--- src/rtl/hazard_ctrl.sv ---
// rtl/hazard_ctrl.sv - pipeline hazard controller: forwarding, load-use stall, branch flush, LSU wait
module hazard_ctrl #(
    parameter int FLUSH_CYCLES = 2,
    parameter int CNT_W        = 32
) (
    input  logic             clk,
    input  logic             rst,
    input  logic [4:0]       idu_index_rs1,
    input  logic [4:0]       idu_index_rs2,
    input  logic             idu_rs1_used,
    input  logic             idu_rs2_used,
    input  logic [4:0]       exu_index_rd,
    input  logic             exu_wb_en,
    input  logic             exu_load_en,
    input  logic             exu_jump_en,
    input  logic             exu_branch_en,
    input  logic             exu_branch_result,
    input  logic [4:0]       lsu_index_rd,
    input  logic             lsu_wb_en,
    input  logic             lsu_busy,
    output logic             stall,
    output logic             flush_nop,
    output logic             redirect,
    output logic             fw_en1,
    output logic             fw_en2,
    output logic             fw_sel1,
    output logic             fw_sel2,
    output logic [CNT_W-1:0] stall_cnt,
    output logic [CNT_W-1:0] flush_cnt
);

    typedef enum logic [1:0] {ST_RUN, ST_LU, ST_FLUSH, ST_MWAIT} state_t;

    state_t     state, state_nx;
    logic [3:0] fcnt, fcnt_nx;
    logic       taken, load_use;
    logic       hit_e1, hit_e2, hit_l1, hit_l2;
    logic       stall_c, flush_c, redirect_c;

    assign taken  = exu_jump_en | (exu_branch_en & exu_branch_result);
    assign hit_e1 = exu_wb_en & (exu_index_rd != 5'd0) & (exu_index_rd == idu_index_rs1);
    assign hit_e2 = exu_wb_en & (exu_index_rd != 5'd0) & (exu_index_rd == idu_index_rs2);
    assign hit_l1 = lsu_wb_en & (lsu_index_rd != 5'd0) & (lsu_index_rd == idu_index_rs1);
    assign hit_l2 = lsu_wb_en & (lsu_index_rd != 5'd0) & (lsu_index_rd == idu_index_rs2);
    assign load_use = exu_load_en & ((idu_rs1_used & hit_e1) | (idu_rs2_used & hit_e2));

    always_comb begin
        state_nx   = state;
        fcnt_nx    = fcnt;
        stall_c    = 1'b0;
        flush_c    = 1'b0;
        redirect_c = 1'b0;
        case (state)
            ST_RUN: begin
                if (lsu_busy) begin
                    stall_c  = 1'b1;
                    state_nx = ST_MWAIT;
                end else if (taken) begin
                    redirect_c = 1'b1;
                    flush_c    = 1'b1;
                    if (FLUSH_CYCLES == 1) begin
                        state_nx = ST_RUN;
                    end else begin
                        fcnt_nx  = 4'(FLUSH_CYCLES - 2);
                        state_nx = ST_FLUSH;
                    end
                end else if (load_use) begin
                    stall_c  = 1'b1;
                    flush_c  = 1'b1;
                    state_nx = ST_LU;
                end
            end
            ST_LU: begin
                // Load has moved to LSU; only a busy memory can still hold us.
                if (lsu_busy) begin
                    stall_c  = 1'b1;
                    state_nx = ST_MWAIT;
                end else begin
                    state_nx = ST_RUN;
                end
            end
            ST_FLUSH: begin
                flush_c = 1'b1;
                if (fcnt == 4'd0) state_nx = ST_RUN;
                else              fcnt_nx  = fcnt - 4'd1;
            end
            ST_MWAIT: begin
                if (lsu_busy) stall_c  = 1'b1;
                else          state_nx = ST_RUN;
            end
            default: state_nx = ST_RUN;
        endcase
    end

    assign stall     = ~rst & stall_c;
    assign flush_nop = ~rst & flush_c;
    assign redirect  = ~rst & redirect_c;

    // An EXU hit always shadows LSU; an EXU load hit is left to the load-use stall.
    assign fw_en1  = ~rst & idu_rs1_used & ((hit_e1 & ~exu_load_en) | (~hit_e1 & hit_l1));
    assign fw_en2  = ~rst & idu_rs2_used & ((hit_e2 & ~exu_load_en) | (~hit_e2 & hit_l2));
    assign fw_sel1 = ~rst & idu_rs1_used & ~hit_e1 & hit_l1;
    assign fw_sel2 = ~rst & idu_rs2_used & ~hit_e2 & hit_l2;

    always_ff @(posedge clk or posedge rst) begin
        if (rst) begin
            state     <= ST_RUN;
            fcnt      <= 4'd0;
            stall_cnt <= '0;
            flush_cnt <= '0;
        end else begin
            state     <= state_nx;
            fcnt      <= fcnt_nx;
            stall_cnt <= stall_cnt + {{(CNT_W-1){1'b0}}, stall};
            flush_cnt <= flush_cnt + {{(CNT_W-1){1'b0}}, flush_nop};
        end
    end

endmodule

--- config.mk ---
export PLATFORM = sky130hd
export DESIGN_NAME = hazard_ctrl
export DESIGN_NICKNAME = d
export VERILOG_FILES = /design/src/rtl/hazard_ctrl.sv
export SDC_FILE = /design/constraint.sdc
export NUM_CORES = 1
export LEC_CHECK = 0
export CAP_MARGIN = 20
export CORE_ASPECT_RATIO = 1.5
export CORE_MARGIN = 3
export CORE_UTILIZATION = 60
export DETAILED_ROUTE_END_ITERATION = 8
export DONT_BUFFER_PORTS = 1
export PLACE_DENSITY = 0.76
export REMOVE_ABC_BUFFERS = 1
export SETUP_SLACK_MARGIN = 0.02
export SYNTH_ARGS = -nofsm -noshare
export SYNTH_HDL_FRONTEND = slang
export SYNTH_SLANG_ARGS = --single-unit
--- constraint.sdc ---
create_clock -name clk -period 4.15 [get_ports clk]
set_input_delay 0.83 -clock clk [delete_from_list [all_inputs] [get_ports clk]]
set_output_delay 0.83 -clock clk [all_outputs]
set_load 0.005 [all_outputs]
==> impl_results.md <==
- Crit path max fanout: 5
- Proportion of power drawn by the clock network: 35.3%
- Rows: 33
- Sequential-to-total area share from yosys stat: 51.2%
- Starting DRT DRC Count: 135
- Overall Power: 1710 uW
- Io pins: 102
- Largest net degree at the start of global routing: 71
- Antenna cells: 0
- DP HPWL: approximately 5600 um
- Mapped Avg Cell Area: 10.8 um^2
- Min-Delay Endpoint: flush_cnt[31]
- Vias in the first global route: 2551
- Critical path's top delay family: simple AND/OR/NAND/NOR gates
- Primary flip-flop cell chosen by synthesis mapping: dfrtp_1
- Flop pwr share: 51.4%
- End-of-flow core utilization: 68.0%
- Cell variety after synth: 35
- CTS max path bufs: 2
- Die Width: 67.6 um
- Post-cts sizing count: 0
- Clock Sinks: 70
- Worst Setup End Kind: register
- Area contributors post-synth: dfrtp_1 51%, xnor2_1 15%, xor2_1 5.9%, nand3_1 4.2%, nand2_1 3.0%
- WP buf/inv: 0
- Slowest stage delay, CP: 450 ps
- R2r setup slk: approximately 1500 ps
- Hold_buf cts: 0
- Async SR Flop Fraction: 100%
- Worst skew pair latency: 340 ps
- Crit path DAT: between 3000 and 4000 ps
- Hold depth: 1
- Final period utilization: roughly four fifths
- Post-DRT Antenna Nets: 0
- PortBufs: 0
- Final setup skew: between 6 and 7 ps
- Hold_sp: flush_cnt[31]
- Area grow syn2layout: 9.15%
- CTS Buf Count: 9
- Logic pwr share: 13.3%
- Outcome: finished, final reports clean
- Pre-antenna DRT Iters: 4
- Worst reg2reg path depth: 8
- Area leader, netlist: dfrtp_1
- Post-DR wirelength/cell: 18.1 um
- Slowest CP cell: nor4_1
- Remaining Overflow, GRT: 0
- First-pass GRT wire length: 11700 um
- RR Endpoint: stall_cnt[25]
- Final net count: 364
- Number of setup violations in the final report: 0
- Final Hold Fails: 0
- Die Area: 0.00666 mm^2
- CTS tree: built
- Final min period: 3340 ps
- Critical Path RT: about 4400 ps
- Cells after Synth: around 320
- Gr usage total: 23.6%
- Max Slew Vio Count: 0
- Core Area: between 0.005 and 0.006 mm^2
- Measured slew at the worst slew-check pin: 845 ps
- Max Cap Viol: 0
- Initial Util: between 60% and 70%
- Switch Pwr: 473 uW
- Hold crit path type: reg -> reg
- RD Place Congestion: approximately 0.93
- Post-synth top area share: between 50% and 60%
- Worst-path clk slew: 60 ps
- Die Y: 98.5 um
- Relative slew slack: roughly 44%
- Clk root buf: clkbuf_8
- F_max: 0.299 GHz
- Seq cells post-synth: 70
- Pwr per Cell Area: between 400 and 500 mW/mm^2
- Vias per inst: 5.93
- Count leader, synth: dfrtp_1
- P_int: 1230 uW
- Routed WL: 7260 um
- Top cells by count, synth: 70 x dfrtp_1, 58 x xnor2_1, 29 x nand3_1
- Reg2reg start: state[0]
- Critical Path Start Type: primary input
- DRC errors left: 0
- Postcts setup bufs: 0
- Leak: about 0.0017 uW
- Antenna violations before repair: 0
- Crit Path Category: in -> reg
- Number of synthesized flops with an enable pin: 0
- Switching share of power: between 20% and 30%
- Routed via count: 2378
- H-tree levels: 3
- Area of the mapped netlist: about 0.0034 mm^2
- RSZ-0062 raised after global routing: false
- Crit-path cells: xnor2_1, nand3_1, nor4_1, a32o_1, a32o_1, ha_1, nand3_1, nor4_4, nand2_4, or3_4, xnor2_2
- Synth warn: 0
- Max VDD drop: approximately 0.28 mV
- Share of cells above drive strength 1: 7.85%
- Fillers: about 430
[sequential cells by signal, indices dropped and copies added, names as in the netlist]
signal / cells
fcnt: 4
flush_cnt: 32
stall_cnt: 32
state: 2
[logic make-up after synthesis]
| group | Yosys count | synth area share [%] |
|---|---|---|
| AOI/OAI and AO/OA | 13 | 2.89 |
| xor gates and xnor gates | 82 | 21.2 |
| adders and majority gates | 6 | 2.20 |
| buffers and inverters | 11 | 1.21 |
| DFF | 70 | 51.2 |
| muxes | 1 | 0.329 |
| and+or+nand+nor | 133 | 20.9 |
[power by group through the flow]
stage                     clock network [uW]  registers (uW)  logic, uW
after detailed placement                   0             888        226
after global placement                     0             884        215
after CTS                                616             875        232
final                                    603             877        228
after global routing                     647             892        264
after floorplan                            0             854        186
[metrics by stage]
| stage | worst slack (ps) | instance area (um^2) | hold slack, ps | cells | setup TNS (ps) |
|---|---|---|---|---|---|
| after detailed placement | 445 | 3510 | 490 | 386 | 0 |
| after global placement | 551 | 3510 | 490 | 386 | 0 |
| after floorplan | -207 | 3420 | 465 | 315 | -591 |
| final | 808 | 3730 | 499 | 401 | 0 |
| after CTS | 812 | 3730 | 503 | 401 | 0 |
| after global routing | 544 | 3730 | 523 | 401 | 0 |
[routing by layer]
| layer | track usage [%] | part of all wire [%] | vias up |
|---|---|---|---|
| li1 | - | - | 1108 |
| met1 | 23.0 | 34 | 1162 |
| met3 | 9.69 | 8.3 | 18 |
| met4 | 10.0 | 3.3 | 0 |
| met2 | 42.1 | 55 | 90 |
| met5 | 0 | 0 | - |
[layout by cell type, fill, tap and decap left out, types with 2 or more instances in the layout]
cell	count
or4_1	3
nor3_1	5
nand2_1	27
clkbuf_8	11
o21ai_0	3
nor2_1	25
and4_1	2
clkinv_2	2
a32o_1	3
and3_1	6
nand3_1	29
xnor2_1	58
inv_1	9
bufinv_16	2
nand2b_1	2
xor2_1	23
nand4_1	15
and2_1	4
dfrtp_1	70
nor4_1	7
a41o_1	2
ha_1	6
[worst reg2reg max path, cell delays in order (launching register included)]
cell	delay, ps
dfrtp_1	430
nand2b_1	280
a32o_1	270
ha_1	190
nand3_1	210
nor4_4	460
nand2_4	120
or3_4	410
xnor2_2	130
[how the worst max path moves through the flow]
stage	from	cells past startpoint	end	slack (ps)
detailed placement	exu_index_rd[2]	11	stall_cnt[25]	440
global placement	exu_index_rd[4]	11	stall_cnt[25]	550
CTS	exu_index_rd[2]	11	stall_cnt[25]	810
floorplan	rst	9	stall_cnt[25]	-210
finish	exu_index_rd[2]	11	stall_cnt[25]	810
global route	exu_index_rd[3]	12	stall_cnt[22]	540
[final cells by class]
type                            instances  area [um^2]  share of cell area (%)
Clock buffer                           11          151                    4.06
Clock inverter                          4         70.1                    1.88
Inverter                               10         37.5                    1.01
Multi-Input combinational cell        235         1630                    43.6
Sequential cell                        70         1750                    46.9
Tap cell                               70         87.6                    2.35
Timing Repair Buffer                    1         7.51                   0.201
(Power assumes the default switching activity.)
